<file path="src/rtl/csr_timer.sv">
// ---------------------------------------------------------------------------
// csr_timer
//
// CSR-bus slave timer. It provides one 32-bit up-counter with a compare
// match, optional auto-reload, a sticky pending flag and a level interrupt.
// csr_do is driven to zero whenever the block is not selected, so it can be
// OR-combined with the read data of other slaves.
//
// Register map (index = csr_a[2:0], page = csr_a[13:10]):
//   0 CTRL     bit0 EN, bit1 AUTORELOAD, bit2 IRQEN
//   1 COMPARE
//   2 COUNTER  (read/write)
//   3 STATUS   bit0 PENDING, write 1 to clear
//   4 PRESCALE (only with TIMER_PRESCALE_EN, otherwise reads 0)
//   5-7        reserved, read 0
//
// Optional feature macro: TIMER_PRESCALE_EN
//   When defined, a PRESCALE register and a tick divider are added, and the
//   counter advances once every PRESCALE+1 cycles. When undefined, the
//   counter advances every cycle and no divider logic exists.
//
// Ports:
//   sys_clk  in   1   system clock
//   sys_rst  in   1   asynchronous active-high reset
//   csr_a    in  14   CSR word address
//   csr_we   in   1   CSR write strobe
//   csr_di   in  32   CSR write data
//   csr_do   out 32   CSR read data, registered (one cycle after address)
//   irq      out  1   level interrupt, PENDING & IRQEN
// ---------------------------------------------------------------------------
module csr_timer #(
    parameter logic [3:0]  csr_addr       = 4'h2,
    parameter logic [31:0] PRESCALE_RESET = 32'd0
) (
    input  logic        sys_clk,
    input  logic        sys_rst,
    input  logic [13:0] csr_a,
    input  logic        csr_we,
    input  logic [31:0] csr_di,
    output logic [31:0] csr_do,
    output logic        irq
);

    logic        sel;
    logic        wr;
    logic [2:0]  idx;

    logic        wr_ctrl;
    logic        wr_compare;
    logic        wr_counter;
    logic        wr_status;

    logic        ctrl_en;
    logic        ctrl_autoreload;
    logic        ctrl_irqen;
    logic [31:0] compare;
    logic [31:0] counter;
    logic        pending;

    logic        tick;
    logic        match;
    logic        match_taken;
    logic [31:0] prescale_rd;
    logic [31:0] rd_data;

    // Address bits between the page select and the register index are
    // don't-care; they alias the same registers.
    logic        unused_addr_bits;
    assign unused_addr_bits = ^csr_a[9:3];

    assign sel = (csr_a[13:10] == csr_addr);
    assign idx = csr_a[2:0];
    assign wr  = sel & csr_we;

    assign wr_ctrl    = wr && (idx == 3'd0);
    assign wr_compare = wr && (idx == 3'd1);
    assign wr_counter = wr && (idx == 3'd2);
    assign wr_status  = wr && (idx == 3'd3);

`ifdef TIMER_PRESCALE_EN
    logic        wr_prescale;
    logic [31:0] prescale;
    logic [31:0] div_count;

    assign wr_prescale = wr && (idx == 3'd4);

    // Prescale register, reloaded from the parameterised reset value.
    always_ff @(posedge sys_clk or posedge sys_rst) begin
        if (sys_rst) begin
            prescale <= PRESCALE_RESET;
        end else if (wr_prescale) begin
            prescale <= csr_di;
        end
    end

    // Divider restarts from zero whenever the timer is stopped or the
    // divide ratio changes, so the first tick after enabling is always a
    // full PRESCALE+1 cycles away.
    always_ff @(posedge sys_clk or posedge sys_rst) begin
        if (sys_rst) begin
            div_count <= 32'd0;
        end else if (!ctrl_en || wr_prescale) begin
            div_count <= 32'd0;
        end else if (div_count == prescale) begin
            div_count <= 32'd0;
        end else begin
            div_count <= div_count + 32'd1;
        end
    end

    assign tick        = ctrl_en && (div_count == prescale);
    assign prescale_rd = prescale;
`else
    logic unused_prescale_reset;
    assign unused_prescale_reset = ^PRESCALE_RESET;

    assign tick        = 1'b1;
    assign prescale_rd = 32'd0;
`endif

    // A match only counts when no firmware write to COUNTER or CTRL lands in
    // the same cycle; firmware always wins that race.
    assign match       = ctrl_en && tick && (counter == compare);
    assign match_taken = match && !wr_ctrl && !wr_counter;

    // Control bits. A one-shot match stops the timer by clearing EN.
    always_ff @(posedge sys_clk or posedge sys_rst) begin
        if (sys_rst) begin
            ctrl_en         <= 1'b0;
            ctrl_autoreload <= 1'b0;
            ctrl_irqen      <= 1'b0;
        end else if (wr_ctrl) begin
            ctrl_en         <= csr_di[0];
            ctrl_autoreload <= csr_di[1];
            ctrl_irqen      <= csr_di[2];
        end else if (match_taken && !ctrl_autoreload) begin
            ctrl_en         <= 1'b0;
        end
    end

    // Compare register. A write in a match cycle does not affect that
    // cycle's comparison, which already used the old value.
    always_ff @(posedge sys_clk or posedge sys_rst) begin
        if (sys_rst) begin
            compare <= 32'hFFFF_FFFF;
        end else if (wr_compare) begin
            compare <= csr_di;
        end
    end

    // Counter. On a match it either reloads to zero or holds; on a match
    // discarded by a CTRL write it holds. Otherwise it wraps silently.
    always_ff @(posedge sys_clk or posedge sys_rst) begin
        if (sys_rst) begin
            counter <= 32'd0;
        end else if (wr_counter) begin
            counter <= csr_di;
        end else if (ctrl_en && tick) begin
            if (counter == compare) begin
                if (match_taken && ctrl_autoreload) begin
                    counter <= 32'd0;
                end
            end else begin
                counter <= counter + 32'd1;
            end
        end
    end

    // Sticky pending flag. A new match beats a simultaneous W1C.
    always_ff @(posedge sys_clk or posedge sys_rst) begin
        if (sys_rst) begin
            pending <= 1'b0;
        end else if (match_taken) begin
            pending <= 1'b1;
        end else if (wr_status && csr_di[0]) begin
            pending <= 1'b0;
        end
    end

    // Read multiplexer over the current register contents.
    always_comb begin
        rd_data = 32'd0;
        case (idx)
            3'd0:    rd_data = {29'd0, ctrl_irqen, ctrl_autoreload, ctrl_en};
            3'd1:    rd_data = compare;
            3'd2:    rd_data = counter;
            3'd3:    rd_data = {31'd0, pending};
            3'd4:    rd_data = prescale_rd;
            default: rd_data = 32'd0;
        endcase
    end

    // Registered read data; zero when another page is addressed so the bus
    // OR-combine sees nothing from this block.
    always_ff @(posedge sys_clk or posedge sys_rst) begin
        if (sys_rst) begin
            csr_do <= 32'd0;
        end else if (sel) begin
            csr_do <= rd_data;
        end else begin
            csr_do <= 32'd0;
        end
    end

    assign irq = pending & ctrl_irqen;

endmodule

</file>
<file path="config.mk">
export PLATFORM = sky130hd
export DESIGN_NAME = csr_timer
export DESIGN_NICKNAME = d
export VERILOG_FILES = /design/src/rtl/csr_timer.sv
export SDC_FILE = /design/constraint.sdc
export NUM_CORES = 1
export LEC_CHECK = 0
export ABC_CLOCK_PERIOD_IN_PS = 8400
export BUFFER_PORTS_ARGS = -buffer_cell sky130_fd_sc_hd__buf_2
export CAP_MARGIN = 5
export CELL_PAD_IN_SITES_DETAIL_PLACEMENT = 0
export CELL_PAD_IN_SITES_GLOBAL_PLACEMENT = 2
export CORE_UTILIZATION = 39
export CTS_CLUSTER_SIZE = 12
export DETAILED_ROUTE_END_ITERATION = 7
export GPL_TIMING_DRIVEN = 0
export HOLD_SLACK_MARGIN = 0.06
export PLACE_DENSITY = 0.82
export SLEW_MARGIN = 20
export SYNTH_ARGS = -nofsm -noshare
export SYNTH_HDL_FRONTEND = slang
export SYNTH_SLANG_ARGS = --single-unit
</file>
<file path="constraint.sdc">
create_clock -name sys_clk -period 8.4 [get_ports sys_clk]
set_clock_uncertainty 0.15 [all_clocks]
set_input_delay 0.42 -clock sys_clk [delete_from_list [all_inputs] [get_ports sys_clk]]
set_output_delay 0.42 -clock sys_clk [all_outputs]
set_load 0.005 [all_outputs]
</file>
# [Word-level counts from Yosys, hierarchy flattened]
# Cells that the tools add are included.
[word_totals] ff_bits=100 input_bits=49 wordCells=44
[op_classes] n_addsub=1 eq_ne=6 n_mux=10 n_bitwise=2 reduce_logical=18
[ops] op="$mux W32" n=5
[ops] op="$pmux W32 S4" n=1
[ops] op="$add A32 B1 Y32 const B" n=1
[ops] op="$eq A32 B32 Y1" n=1
[ops] op="$logic_and A1 B1 Y1" n=10
[ops] op="$eq A3 B2 Y1 const B" n=2
[ops] op="$reduce_bool A2 Y1" n=3
[ops] op="$eq A4 B2 Y1 const B" n=1
[ops] op="$mux W1" n=4
[ops] op="$eq A3 B1 Y1 const B" n=1
[ops] op="$logic_not A1 Y1" n=3
[ops] op="$logic_not A3 Y1" n=1
[ops] op="$ne A3 B2 Y1 const B" n=1
[ops] op="$and A1 B1 Y1" n=2
[ops] op="$reduce_and A2 Y1" n=1

# [Longest topological paths before layout]
# Gate-level depths: netlist (run 1).
[logic_depth] depth_word=11 ltp_mapped=11 depth_no_buf=8

# [Least setup slack after synthesis (run 1)]
# Ideal clock, no wire load.
[synth_timing] kind="register to register" start="register counter[0]" end="register counter[20]" setup_time_ns=0.118 arrival_ns=2.006 required_time_ns=8.132 setup_slack_ns=6.126 path_stages_with_launch=8 n_path_buf=0 period_less_slack_ns=2.274 path_cell_list="dfrtp_1 ha_1 nand2_1 or4_4 nor3_4 nand2_2 a211o_2 a21o_1"
[synth_between] elab_chain_len=7 elab_cells_between_ends=11 classes_between="add/sub (1); eq/ne (2); mux (3); reduce/logical (5)"
[synth_rtl] element="start: declaration" line="57" rtl="logic [31:0] counter;"
[synth_rtl] element="start signal: assignment" line="157" rtl="counter <= csr_di;"
[synth_rtl] element="start signal: assignment" line="164" rtl="counter <= counter + 32'd1;"
[synth_rtl] element="parallel branches: the longest is 7 deep, another holds $add A32 B1 Y32"
# Parallel ways; which one is timed is not known. The select of a mux whose other input is x is not followed.
# A chain may end at the register's enable or synchronous reset.

# [Final worst setup path (run 1)]
[layout_timing] start="register counter[12]" end="register counter[18]"
# The elaborated chain is that of the path after synthesis.

==> report_table.html, run 1 <==
<table>
<tr><th>Metric</th><th>Value</th></tr>
<tr><th colspan="2">Layout</th></tr>
<tr><td>Share of cells above drive strength 1</td><td>31.3%</td></tr>
<tr><td>Combined area of the multi-input logic cells</td><td>0.00248 mm²</td></tr>
<tr><td>P&amp;R area growth vs syn</td><td>17.4%</td></tr>
<tr><td>Filler cell count</td><td>1,287</td></tr>
<tr><td>Number of antenna cells inserted</td><td>0</td></tr>
<tr><td>Storage element area</td><td>0.00254 mm²</td></tr>
<tr><td>Post-layout nets</td><td>652</td></tr>
<tr><th colspan="2">Yosys</th></tr>
<tr><td>Mean instance size in the synthesized netlist</td><td>10.4 µm²</td></tr>
<tr><td>Syn Inst Count</td><td>516</td></tr>
<tr><td>Number of enable flip-flop cells after synthesis</td><td>0</td></tr>
<tr><td>Yosys Warn Count</td><td>0</td></tr>
<tr><td>Post-synthesis cell area</td><td>0.00534 mm²</td></tr>
<tr><td>Net Count, Synth</td><td>566</td></tr>
<tr><td>Number of storage elements in the synthesis netlist</td><td>100</td></tr>
<tr><td>Sequential-to-total area share from yosys stat</td><td>47.6%</td></tr>
<tr><td>Top FF cell, synth</td><td>sky130_fd_sc_hd__dfrtp_1</td></tr>
<tr><td>Proportion of synthesized flip-flops having asynchronous set or reset</td><td>100%</td></tr>
<tr><td>Area leader, netlist</td><td>sky130_fd_sc_hd__dfrtp_1</td></tr>
<tr><td>Biggest area contributors in the synthesized netlist</td><td>sky130_fd_sc_hd__dfrtp_1, sky130_fd_sc_hd__dfstp_2, sky130_fd_sc_hd__mux2_2</td></tr>
<tr><td>Fraction of synthesized cell area taken by the top area cell type</td><td>31.9%</td></tr>
<tr><td>Netlist cell types</td><td>65</td></tr>
<tr><th colspan="2">STA</th></tr>
<tr><td>Final count of pins violating max slew</td><td>0</td></tr>
<tr><td>Post-route fraction of the period consumed by the critical path</td><td>34.2%</td></tr>
<tr><td>Setup violation total in the final timing report</td><td>0</td></tr>
<tr><td>Maximum clock frequency</td><td>348 MHz</td></tr>
<tr><td>Setup repair after global routing missed its margin</td><td>false</td></tr>
<tr><td>Shortest period the worst path allows</td><td>2880 ps</td></tr>
<tr><td>Hold Fails Final Rpt</td><td>0</td></tr>
<tr><td>Slew Limit Headroom</td><td>40.2%</td></tr>
<tr><td>Slew at the pin with the worst max-slew slack</td><td>893 ps</td></tr>
<tr><td>Post-Route Setup TNS</td><td>0 ps</td></tr>
<tr><th colspan="2">Setup path</th></tr>
<tr><td>Worst EP arrival</td><td>2970 ps</td></tr>
<tr><td>CP endpoint kind</td><td>flop</td></tr>
<tr><td>Highest fanout seen on the critical path</td><td>10</td></tr>
<tr><td>R2R depth</td><td>10</td></tr>
<tr><td>WP data required</td><td>8490 ps</td></tr>
<tr><td>Type of element launching the critical path</td><td>flop</td></tr>
<tr><td>Worst setup path category</td><td>flop to flop</td></tr>
<tr><td>Internal reg-to-reg setup slack</td><td>5520 ps</td></tr>
<tr><th colspan="2">Clock network</th></tr>
<tr><td>Post-CTS Setup Repair Bufs</td><td>0</td></tr>
<tr><td>Maximum buffer depth of the clock tree</td><td>2</td></tr>
<tr><td>Count of H-tree levels built during CTS</td><td>3</td></tr>
<tr><td>CTS sink count</td><td>100</td></tr>
<tr><td>Clock root buffer master</td><td>sky130_fd_sc_hd__clkbuf_16</td></tr>
<tr><td>CTS resizes</td><td>0</td></tr>
<tr><td>Clock transition at the register clock pins on the worst setup and hold paths after CTS</td><td>70 ps</td></tr>
<tr><td>Clock tree from TritonCTS</td><td>built</td></tr>
<tr><td>Worst-Skew Late Latency</td><td>360 ps</td></tr>
<tr><td>Clock buffers created by TritonCTS</td><td>9</td></tr>
<tr><th colspan="2">Power and ir drop</th></tr>
<tr><td>Proportion of power drawn by combinational gates</td><td>15.9%</td></tr>
<tr><td>Power dissipated by switching net loads</td><td>0.324 mW</td></tr>
<tr><td>Cell internal pwr</td><td>0.847 mW</td></tr>
<tr><td>Sw frac</td><td>27.7%</td></tr>
<tr><td>Largest voltage drop on the vdd net</td><td>0.107 mV</td></tr>
<tr><td>Power density relative to cell area</td><td>187 mW/mm²</td></tr>
<tr><td>Leakage power summed over all cells</td><td>2.81 nW</td></tr>
<tr><td>Share of power burned in the clock network</td><td>36.8%</td></tr>
<tr><td>Post-route total power</td><td>1.17 mW</td></tr>
<tr><td>Sequential share of power</td><td>47.3%</td></tr>
<tr><th colspan="2">Route</th></tr>
<tr><td>Wirelength, routed</td><td>15.6 mm</td></tr>
<tr><td>Number of nets still failing antenna checks after routing</td><td>0</td></tr>
<tr><td>Routed vias</td><td>4,358</td></tr>
<tr><td>Drt first pass iters</td><td>7</td></tr>
<tr><td>Post-detailed-route DRC marker count</td><td>0</td></tr>
<tr><td>DRC violation total after the first TritonRoute iteration</td><td>389</td></tr>
<tr><td>Wire length per cell after detailed routing</td><td>19.9 µm</td></tr>
<tr><td>DR vias/cell</td><td>5.57</td></tr>
<tr><th colspan="2">Die</th></tr>
<tr><td>Core Region</td><td>0.0133 mm²</td></tr>
<tr><td>Number of rows in the core area</td><td>42</td></tr>
<tr><td>Boundary Pins</td><td>82</td></tr>
<tr><td>Vertical die dimension</td><td>119 µm</td></tr>
<tr><td>Die outline width</td><td>119 µm</td></tr>
<tr><td>Starting density of the core</td><td>40.2%</td></tr>
<tr><td>Overall die area</td><td>0.0142 mm²</td></tr>
<tr><th colspan="2">Placed design</th></tr>
<tr><td>Routability-driven placement congestion ratio</td><td>0.851</td></tr>
<tr><td>Buffers on Ports</td><td>73</td></tr>
<tr><td>Hpwl dp</td><td>11.1 mm</td></tr>
<tr><th colspan="2">Global route</th></tr>
<tr><td>First-pass GRT wire length</td><td>24.3 mm</td></tr>
<tr><td>Vias in the first global route</td><td>4,262</td></tr>
<tr><td>Global-route usage over all layers</td><td>23.2%</td></tr>
<tr><td>Pin count of the biggest net entering global routing</td><td>75</td></tr>
<tr><td>Total global routing overflow</td><td>0</td></tr>
<tr><td>Number of antenna violations at the first check in global routing</td><td>0</td></tr>
<tr><th colspan="2">Run</th></tr>
<tr><td>Max-cap check violation count</td><td>0</td></tr>
<tr><th colspan="2">Hold path</th></tr>
<tr><td>Instance count along the most critical hold path</td><td>3</td></tr>
<tr><td>Hold/Removal Path Class</td><td>input port to flop</td></tr>
<tr><th colspan="2">Run status</th></tr>
<tr><td>Outcome</td><td>finished, final reports clean</td></tr>
</table>
path summary, 6_finish.rpt:
path                                      endpoint               startpoint
max                        counter[18]$_DFFE_PP0P_  counter[12]$_DFFE_PP0P_
min                        counter[14]$_DFFE_PP0P_               csr_di[14]
max reg2reg                counter[18]$_DFFE_PP0P_  counter[12]$_DFFE_PP0P_
min reg2reg                 ctrl_irqen$_DFFE_PP0P_   ctrl_irqen$_DFFE_PP0P_
max in group asynchronous  compare[24]$_DFFE_PP1P_                  sys_rst
min in group asynchronous      csr_do[8]$_DFF_PP0_                  sys_rst
synthesized netlist by cell type (6+ instances only):
| cell type | instances |
|---|---|
| sky130_fd_sc_hd__dfrtp_1 | 68 |
| sky130_fd_sc_hd__nor2_1 | 51 |
| sky130_fd_sc_hd__a22oi_1 | 37 |
| sky130_fd_sc_hd__nand2_1 | 34 |
| sky130_fd_sc_hd__xor2_1 | 34 |
| sky130_fd_sc_hd__mux2_2 | 33 |
| sky130_fd_sc_hd__dfstp_2 | 32 |
| sky130_fd_sc_hd__nand3_1 | 21 |
| sky130_fd_sc_hd__clkbuf_1 | 17 |
| sky130_fd_sc_hd__o21ai_0 | 16 |
| sky130_fd_sc_hd__nand4_1 | 14 |
| sky130_fd_sc_hd__nor3_1 | 12 |
| sky130_fd_sc_hd__a221o_1 | 9 |
| sky130_fd_sc_hd__buf_2 | 9 |
| sky130_fd_sc_hd__inv_1 | 9 |
| sky130_fd_sc_hd__o211ai_1 | 9 |
| sky130_fd_sc_hd__a21oi_1 | 8 |
| sky130_fd_sc_hd__nor4_1 | 8 |
| sky130_fd_sc_hd__buf_4 | 6 |
| sky130_fd_sc_hd__mux2i_1 | 6 |
power by group through the flow:
stage	Sequential [mW]	Combinational [mW]	Clock, mW
floorplan	0.554	0.124	0
global placement	0.561	0.182	0
detailed placement	0.562	0.185	0
global route	0.559	0.205	0.461
finish	0.554	0.186	0.432
CTS	0.554	0.187	0.441
area by class of cell:
type / instances / share of cell area, %
tap: 176 / 3.51
clock buffer: 12 / 4.09
inverter: 9 / 0.618
clock inverter: 4 / 0.758
multi-input combinational: 362 / 39.5
timing repair buffer: 75 / 6.42
buffer: 45 / 4.57
sequential: 100 / 40.5
cells by family (layout without fill, tap and decap cells):
group | after synthesis | count (layout) | synth area share [%]
buffers and inverters | 54 | 145 | 5.99
adder cells (fa/ha/maj) | 1 | 1 | 0.234
flip-flops | 100 | 100 | 47.6
multiplexers | 40 | 40 | 8.50
AND/OR/NAND/NOR | 181 | 181 | 17.6
AO/OA/AOI/OAI | 104 | 104 | 14.2
XOR/XNOR | 36 | 36 | 5.90
placed cells by master (no fill, tap or decap), types with 12 or more instances in the layout:
| cell type | count |
|---|---|
| sky130_fd_sc_hd__a22oi_1 | 37 |
| sky130_fd_sc_hd__buf_2 | 82 |
| sky130_fd_sc_hd__clkbuf_1 | 18 |
| sky130_fd_sc_hd__dfrtp_1 | 68 |
| sky130_fd_sc_hd__dfstp_2 | 32 |
| sky130_fd_sc_hd__mux2_2 | 33 |
| sky130_fd_sc_hd__nand2_1 | 34 |
| sky130_fd_sc_hd__nand3_1 | 21 |
| sky130_fd_sc_hd__nand4_1 | 14 |
| sky130_fd_sc_hd__nor2_1 | 51 |
| sky130_fd_sc_hd__nor3_1 | 12 |
| sky130_fd_sc_hd__o21ai_0 | 16 |
| sky130_fd_sc_hd__xor2_1 | 34 |
metal layers:
layer,wire [µm],track usage [%],up-vias
met2,7210,35.4,124
li1,-,-,2047
met3,953,4.89,25
met1,7030,31.7,2162
met4,402,10.1,0
met5,0,0,-
critical path, cell delays in order (launching register included):
cell and delay, ps:
sky130_fd_sc_hd__dfrtp_1 370, sky130_fd_sc_hd__clkbuf_8 160, sky130_fd_sc_hd__xor2_1 140, sky130_fd_sc_hd__nor4_1 480
sky130_fd_sc_hd__nand4_1 150, sky130_fd_sc_hd__nor2_1 200, sky130_fd_sc_hd__buf_6 180, sky130_fd_sc_hd__or2_1 100
sky130_fd_sc_hd__clkbuf_1 460, sky130_fd_sc_hd__nor2_1 100, sky130_fd_sc_hd__a221o_1 270
flip-flops by register name, indices dropped and copies added (netlist names):
signal and count:
ctrl_irqen 1, compare 32, pending 1, ctrl_autoreload 1, counter 32, ctrl_en 1
csr_do 32
what timing repair did:
action / CTS / global route
endpoints found under the setup margin: 0 / 0
hold buffers: 1 / 0
hold endpoints to repair: 17 / 0
metrics by stage:
| step | cell area [µm²] | util, % | instances | hold WS, ps | setup WS (ps) |
|---|---|---|---|---|---|
| after floorplan | 5340 | - | 516 | 329 | 5260 |
| after global placement | 5930 | 44.6 | 765 | 370 | 3930 |
| after detailed placement | 5960 | 44.8 | 766 | 244 | 5610 |
| after CTS | 6270 | 47.2 | 783 | 127 | 5580 |
| after global routing | 6270 | 47.2 | 783 | 143 | 5350 |
| final | 6270 | 47.2 | 783 | 137 | 5520 |
(Power assumes the default switching activity.)
==> inputs of run 2 (changes only) <==
--- a/config.mk
+++ b/config.mk
@@ -5,17 +5,18 @@
 export SDC_FILE = /design/constraint.sdc
 export NUM_CORES = 1
 export LEC_CHECK = 0
-export ABC_CLOCK_PERIOD_IN_PS = 8400
+export ABC_AREA = 1
+export ABC_CLOCK_PERIOD_IN_PS = 2700
 export BUFFER_PORTS_ARGS = -buffer_cell sky130_fd_sc_hd__buf_2
 export CAP_MARGIN = 5
 export CELL_PAD_IN_SITES_DETAIL_PLACEMENT = 0
 export CELL_PAD_IN_SITES_GLOBAL_PLACEMENT = 2
-export CORE_UTILIZATION = 39
+export CORE_UTILIZATION = 33
 export CTS_CLUSTER_SIZE = 12
 export DETAILED_ROUTE_END_ITERATION = 7
 export GPL_TIMING_DRIVEN = 0
 export HOLD_SLACK_MARGIN = 0.06
-export PLACE_DENSITY = 0.82
+export PLACE_DENSITY = 0.78
 export SLEW_MARGIN = 20
 export SYNTH_ARGS = -nofsm -noshare
 export SYNTH_HDL_FRONTEND = slang
==> constraint.sdc (replaced) <==
create_clock -name sys_clk -period 2.7 [get_ports sys_clk]
set_clock_uncertainty 0.15 [all_clocks]
set_input_delay 0.135 -clock sys_clk [delete_from_list [all_inputs] [get_ports sys_clk]]
set_output_delay 0.135 -clock sys_clk [all_outputs]
set_load 0.005 [all_outputs]
==> report_table.html, run 2 <==
<table>
<tr><th>Metric</th><th>Value</th></tr>
<tr><th colspan="2">Yosys</th></tr>
<tr><td>Number of storage elements in the synthesis netlist</td><td>100</td></tr>
<tr><td>Main combinational cell family by area after synthesis</td><td>simple AND/OR/NAND/NOR gates</td></tr>
<tr><td>Biggest area contributors in the synthesized netlist</td><td>sky130_fd_sc_hd__dfrtp_1, sky130_fd_sc_hd__nand2_1, sky130_fd_sc_hd__dfstp_2</td></tr>
<tr><td>Post-synthesis cell area</td><td>0.00613 mm²</td></tr>
<tr><td>Proportion of synthesized flip-flops having asynchronous set or reset</td><td>100%</td></tr>
<tr><td>Synth top cells by count</td><td>sky130_fd_sc_hd__nand2_1, sky130_fd_sc_hd__nand3_1, sky130_fd_sc_hd__inv_1</td></tr>
<tr><td>Area leader, netlist</td><td>sky130_fd_sc_hd__dfrtp_1</td></tr>
<tr><td>Number of enable flip-flop cells after synthesis</td><td>0</td></tr>
<tr><td>Mean instance size in the synthesized netlist</td><td>7.13 µm²</td></tr>
<tr><td>Net Count, Synth</td><td>911</td></tr>
<tr><td>Adder and majority gate portion of the synthesized area</td><td>0.204%</td></tr>
<tr><td>Top FF cell, synth</td><td>sky130_fd_sc_hd__dfrtp_1</td></tr>
<tr><td>XOR/XNOR share of the synthesized area</td><td>5.14%</td></tr>
<tr><td>Syn Inst Count</td><td>861</td></tr>
<tr><td>Multiplexer area fraction after synthesis</td><td>3.85%</td></tr>
<tr><td>Complex-gate fraction of the synthesized area</td><td>4.24%</td></tr>
<tr><td>Most numerous cell in the Yosys netlist</td><td>sky130_fd_sc_hd__nand2_1</td></tr>
<tr><td>Yosys Warn Count</td><td>0</td></tr>
<tr><td>Simple-gate share of the synthesized area</td><td>34.8%</td></tr>
<tr><td>Sequential-to-total area share from yosys stat</td><td>41.4%</td></tr>
<tr><td>Netlist cell types</td><td>34</td></tr>
<tr><td>Fraction of synthesized cell area taken by the top area cell type</td><td>27.7%</td></tr>
<tr><th colspan="2">Global route</th></tr>
<tr><td>Pin count of the biggest net entering global routing</td><td>32</td></tr>
<tr><td>Total global routing overflow</td><td>0</td></tr>
<tr><td>First-pass GRT wire length</td><td>31.6 mm</td></tr>
<tr><td>Number of antenna violations at the first check in global routing</td><td>0</td></tr>
<tr><td>Global-route usage over all layers</td><td>21.3%</td></tr>
<tr><td>Vias in the first global route</td><td>5,675</td></tr>
<tr><th colspan="2">Die</th></tr>
<tr><td>Boundary Pins</td><td>82</td></tr>
<tr><td>Vertical die dimension</td><td>138 µm</td></tr>
<tr><td>Starting density of the core</td><td>33.9%</td></tr>
<tr><td>Core Region</td><td>0.0181 mm²</td></tr>
<tr><td>Overall die area</td><td>0.0191 mm²</td></tr>
<tr><td>Die outline width</td><td>138 µm</td></tr>
<tr><td>Number of rows in the core area</td><td>49</td></tr>
<tr><th colspan="2">Clock network</th></tr>
<tr><td>Post-CTS Setup Repair Bufs</td><td>0</td></tr>
<tr><td>Maximum buffer depth of the clock tree</td><td>2</td></tr>
<tr><td>CTS sink count</td><td>100</td></tr>
<tr><td>Worst-Skew Late Latency</td><td>360 ps</td></tr>
<tr><td>Clock tree from TritonCTS</td><td>built</td></tr>
<tr><td>Clock buffers created by TritonCTS</td><td>9</td></tr>
<tr><td>Count of H-tree levels built during CTS</td><td>3</td></tr>
<tr><td>Clock transition at the register clock pins on the worst setup and hold paths after CTS</td><td>70 ps</td></tr>
<tr><td>Clock root buffer master</td><td>sky130_fd_sc_hd__clkbuf_16</td></tr>
<tr><th colspan="2">Power and ir drop</th></tr>
<tr><td>Leakage power summed over all cells</td><td>3.90 nW</td></tr>
<tr><td>Power density relative to cell area</td><td>569 mW/mm²</td></tr>
<tr><td>Share of power burned in the clock network</td><td>33.6%</td></tr>
<tr><td>Sw frac</td><td>31.3%</td></tr>
<tr><td>Largest voltage drop on the vdd net</td><td>0.266 mV</td></tr>
<tr><td>Cell internal pwr</td><td>2.95 mW</td></tr>
<tr><td>Proportion of power drawn by combinational gates</td><td>25.7%</td></tr>
<tr><td>Power dissipated by switching net loads</td><td>1.34 mW</td></tr>
<tr><td>Sequential share of power</td><td>40.8%</td></tr>
<tr><th colspan="2">Setup path</th></tr>
<tr><td>Cell class contributing the biggest share of worst-path delay</td><td>simple AND/OR/NAND/NOR gates</td></tr>
<tr><td>Type of element launching the critical path</td><td>flop</td></tr>
<tr><td>Worst EP arrival</td><td>2530 ps</td></tr>
<tr><td>CP endpoint kind</td><td>flop</td></tr>
<tr><td>Highest fanout seen on the critical path</td><td>6</td></tr>
<tr><td>WP data required</td><td>2810 ps</td></tr>
<tr><td>Critical Path Slowest Stage Cell</td><td>sky130_fd_sc_hd__dfrtp_1</td></tr>
<tr><td>Most Frequent Cell on Critical Path</td><td>sky130_fd_sc_hd__nand2_1</td></tr>
<tr><td>Cells along the critical path</td><td>ha_1 &gt; nand3_1 &gt; inv_1 &gt; nand2_1 &gt; nor2_2 &gt; nand3_1 &gt; nand2_1 &gt; inv_1 &gt; nand3_1 &gt; nand2_1 &gt; nand2_1 &gt; nand2_1</td></tr>
<tr><td>Setup crit start</td><td>counter[1]$_DFFE_PP0P_</td></tr>
<tr><td>Count of buffer and inverter cells on the critical path</td><td>2</td></tr>
<tr><td>Worst setup path category</td><td>flop to flop</td></tr>
<tr><td>Stage delay of the slowest cell on the critical path</td><td>500 ps</td></tr>
<tr><td>Launch point of the worst reg-to-reg path</td><td>counter[1]$_DFFE_PP0P_</td></tr>
<tr><th colspan="2">STA</th></tr>
<tr><td>Setup repair after global routing missed its margin</td><td>false</td></tr>
<tr><td>Setup violation total in the final timing report</td><td>0</td></tr>
<tr><td>Slew at the pin with the worst max-slew slack</td><td>701 ps</td></tr>
<tr><td>Final count of pins violating max slew</td><td>0</td></tr>
<tr><td>Maximum clock frequency</td><td>413 MHz</td></tr>
<tr><td>Shortest period the worst path allows</td><td>2420 ps</td></tr>
<tr><td>Post-Route Setup TNS</td><td>0 ps</td></tr>
<tr><td>Hold Fails Final Rpt</td><td>0</td></tr>
<tr><td>Slew Limit Headroom</td><td>53.3%</td></tr>
<tr><td>Post-route fraction of the period consumed by the critical path</td><td>89.6%</td></tr>
<tr><th colspan="2">Layout</th></tr>
<tr><td>Number of antenna cells inserted</td><td>0</td></tr>
<tr><td>Share of cells above drive strength 1</td><td>20.4%</td></tr>
<tr><td>P&amp;R area growth vs syn</td><td>23.0%</td></tr>
<tr><td>Post-route non-filler standard cell count</td><td>1,219</td></tr>
<tr><td>Registers with the most flip-flops</td><td>compare (32), counter (32), csr_do (32)</td></tr>
<tr><td>Most frequent cells in the layout</td><td>sky130_fd_sc_hd__nand2_1, sky130_fd_sc_hd__buf_2, sky130_fd_sc_hd__nand3_1, sky130_fd_sc_hd__inv_1, sky130_fd_sc_hd__nor2_1</td></tr>
<tr><td>Most common library cell in the layout ignoring fill and taps</td><td>sky130_fd_sc_hd__nand2_1</td></tr>
<tr><td>Post-layout nets</td><td>1,035</td></tr>
<tr><th colspan="2">Route</th></tr>
<tr><td>Drt first pass iters</td><td>7</td></tr>
<tr><td>DR vias/cell</td><td>4.60</td></tr>
<tr><td>Number of nets still failing antenna checks after routing</td><td>0</td></tr>
<tr><td>Post-detailed-route DRC marker count</td><td>9</td></tr>
<tr><td>Wire length per cell after detailed routing</td><td>15.8 µm</td></tr>
<tr><td>Routed vias</td><td>5,606</td></tr>
<tr><td>Wirelength, routed</td><td>19.2 mm</td></tr>
<tr><td>DRC violation total after the first TritonRoute iteration</td><td>252</td></tr>
<tr><th colspan="2">Run status</th></tr>
<tr><td>Outcome</td><td>finished with violations</td></tr>
<tr><td>Violated checks</td><td>DRC</td></tr>
<tr><th colspan="2">Run</th></tr>
<tr><td>Max-cap check violation count</td><td>0</td></tr>
<tr><th colspan="2">Hold path</th></tr>
<tr><td>Start point of the worst hold path</td><td>csr_we</td></tr>
<tr><td>Hold/Removal Path Class</td><td>input port to flop</td></tr>
<tr><th colspan="2">Placed design</th></tr>
<tr><td>Hpwl dp</td><td>14.7 mm</td></tr>
<tr><td>Buffers on Ports</td><td>74</td></tr>
<tr><td>Routability-driven placement congestion ratio</td><td>0.917</td></tr>
<tr><td>Number of placed cells counting well taps</td><td>1,167</td></tr>
</table>
## run 2: power groups by stage
stage                     combinational, mW  clock (mW)  sequential, mW
after floorplan                       0.783           0            1.75
after global placement                 1.06           0            1.77
after detailed placement               1.07           0            1.78
after CTS                              1.12        1.47            1.75
after global routing                   1.25        1.54            1.77
final                                  1.10        1.44            1.75
## run 2: worst paths after layout
check,to,slack (ps),cells past startpoint
min in group asynchronous,csr_do[18]$_DFF_PP0_,240,3
max,counter[26]$_DFFE_PP0P_,280,12
max in group asynchronous,compare[2]$_DFFE_PP1P_,1350,5
max reg2reg,counter[26]$_DFFE_PP0P_,280,12
min,pending$_DFFE_PP0P_,60,4
min reg2reg,compare[13]$_DFFE_PP1P_,340,2
## run 2: stage by stage
| stage | power (mW) | utilization (%) | area [µm²] | hold slack [ps] | setup WS [ps] |
|---|---|---|---|---|---|
| after CTS | 4.34 | 41.7 | 7540 | 62.9 | 174 |
| after global placement | 2.83 | 37.6 | 6800 | 238 | 175 |
| after floorplan | 2.54 | - | 6140 | 106 | 914 |
| after detailed placement | 2.85 | 37.9 | 6860 | 80.3 | 193 |
| after global routing | 4.56 | 41.7 | 7550 | 98.6 | 71.7 |
| final | 4.29 | 41.7 | 7550 | 62.5 | 281 |
## run 2: logic make-up (layout without fill, tap and decap cells)
logic type,count (synthesis),in the layout
AOI/OAI and AO/OA,50,50
xor gates and xnor gates,36,36
adders and majority gates,1,1
buffers and inverters,136,265
DFF,100,100
muxes,21,21
and+or+nand+nor,517,517
## run 2: worst min-delay path, delay by kind of cell
family	cells	cell delay, ps
buffers and inverters	1	90
AND/OR/NAND/NOR	2	220
AO/OA/AOI/OAI	1	90
## run 2: area by class of cell
type	instances	area, µm²
multi-input combinational	625	2960
clock inverter	4	73.8
sequential	100	2540
tap	229	287
clock buffer	12	246
timing repair buffer	113	798
buffer	56	335
fill	1957	10500
inverter	80	304
## run 2: routing by layer
metal / GRT usage (%) / share of wire [%] / up-vias
met5: 0 / 0 / -
met3: 2.94 / 3.2 / 15
met2: 35.6 / 47 / 92
li1: - / - / 2906
met4: 5.50 / 1.1 / 0
met1: 29.0 / 49 / 2593
## run 2: what timing repair did
item	in CTS	in global routing
hold buffers	36	0
endpoints found under the setup margin	0	1
endpoints found under the hold margin	90	0
gates resized for setup	0	1
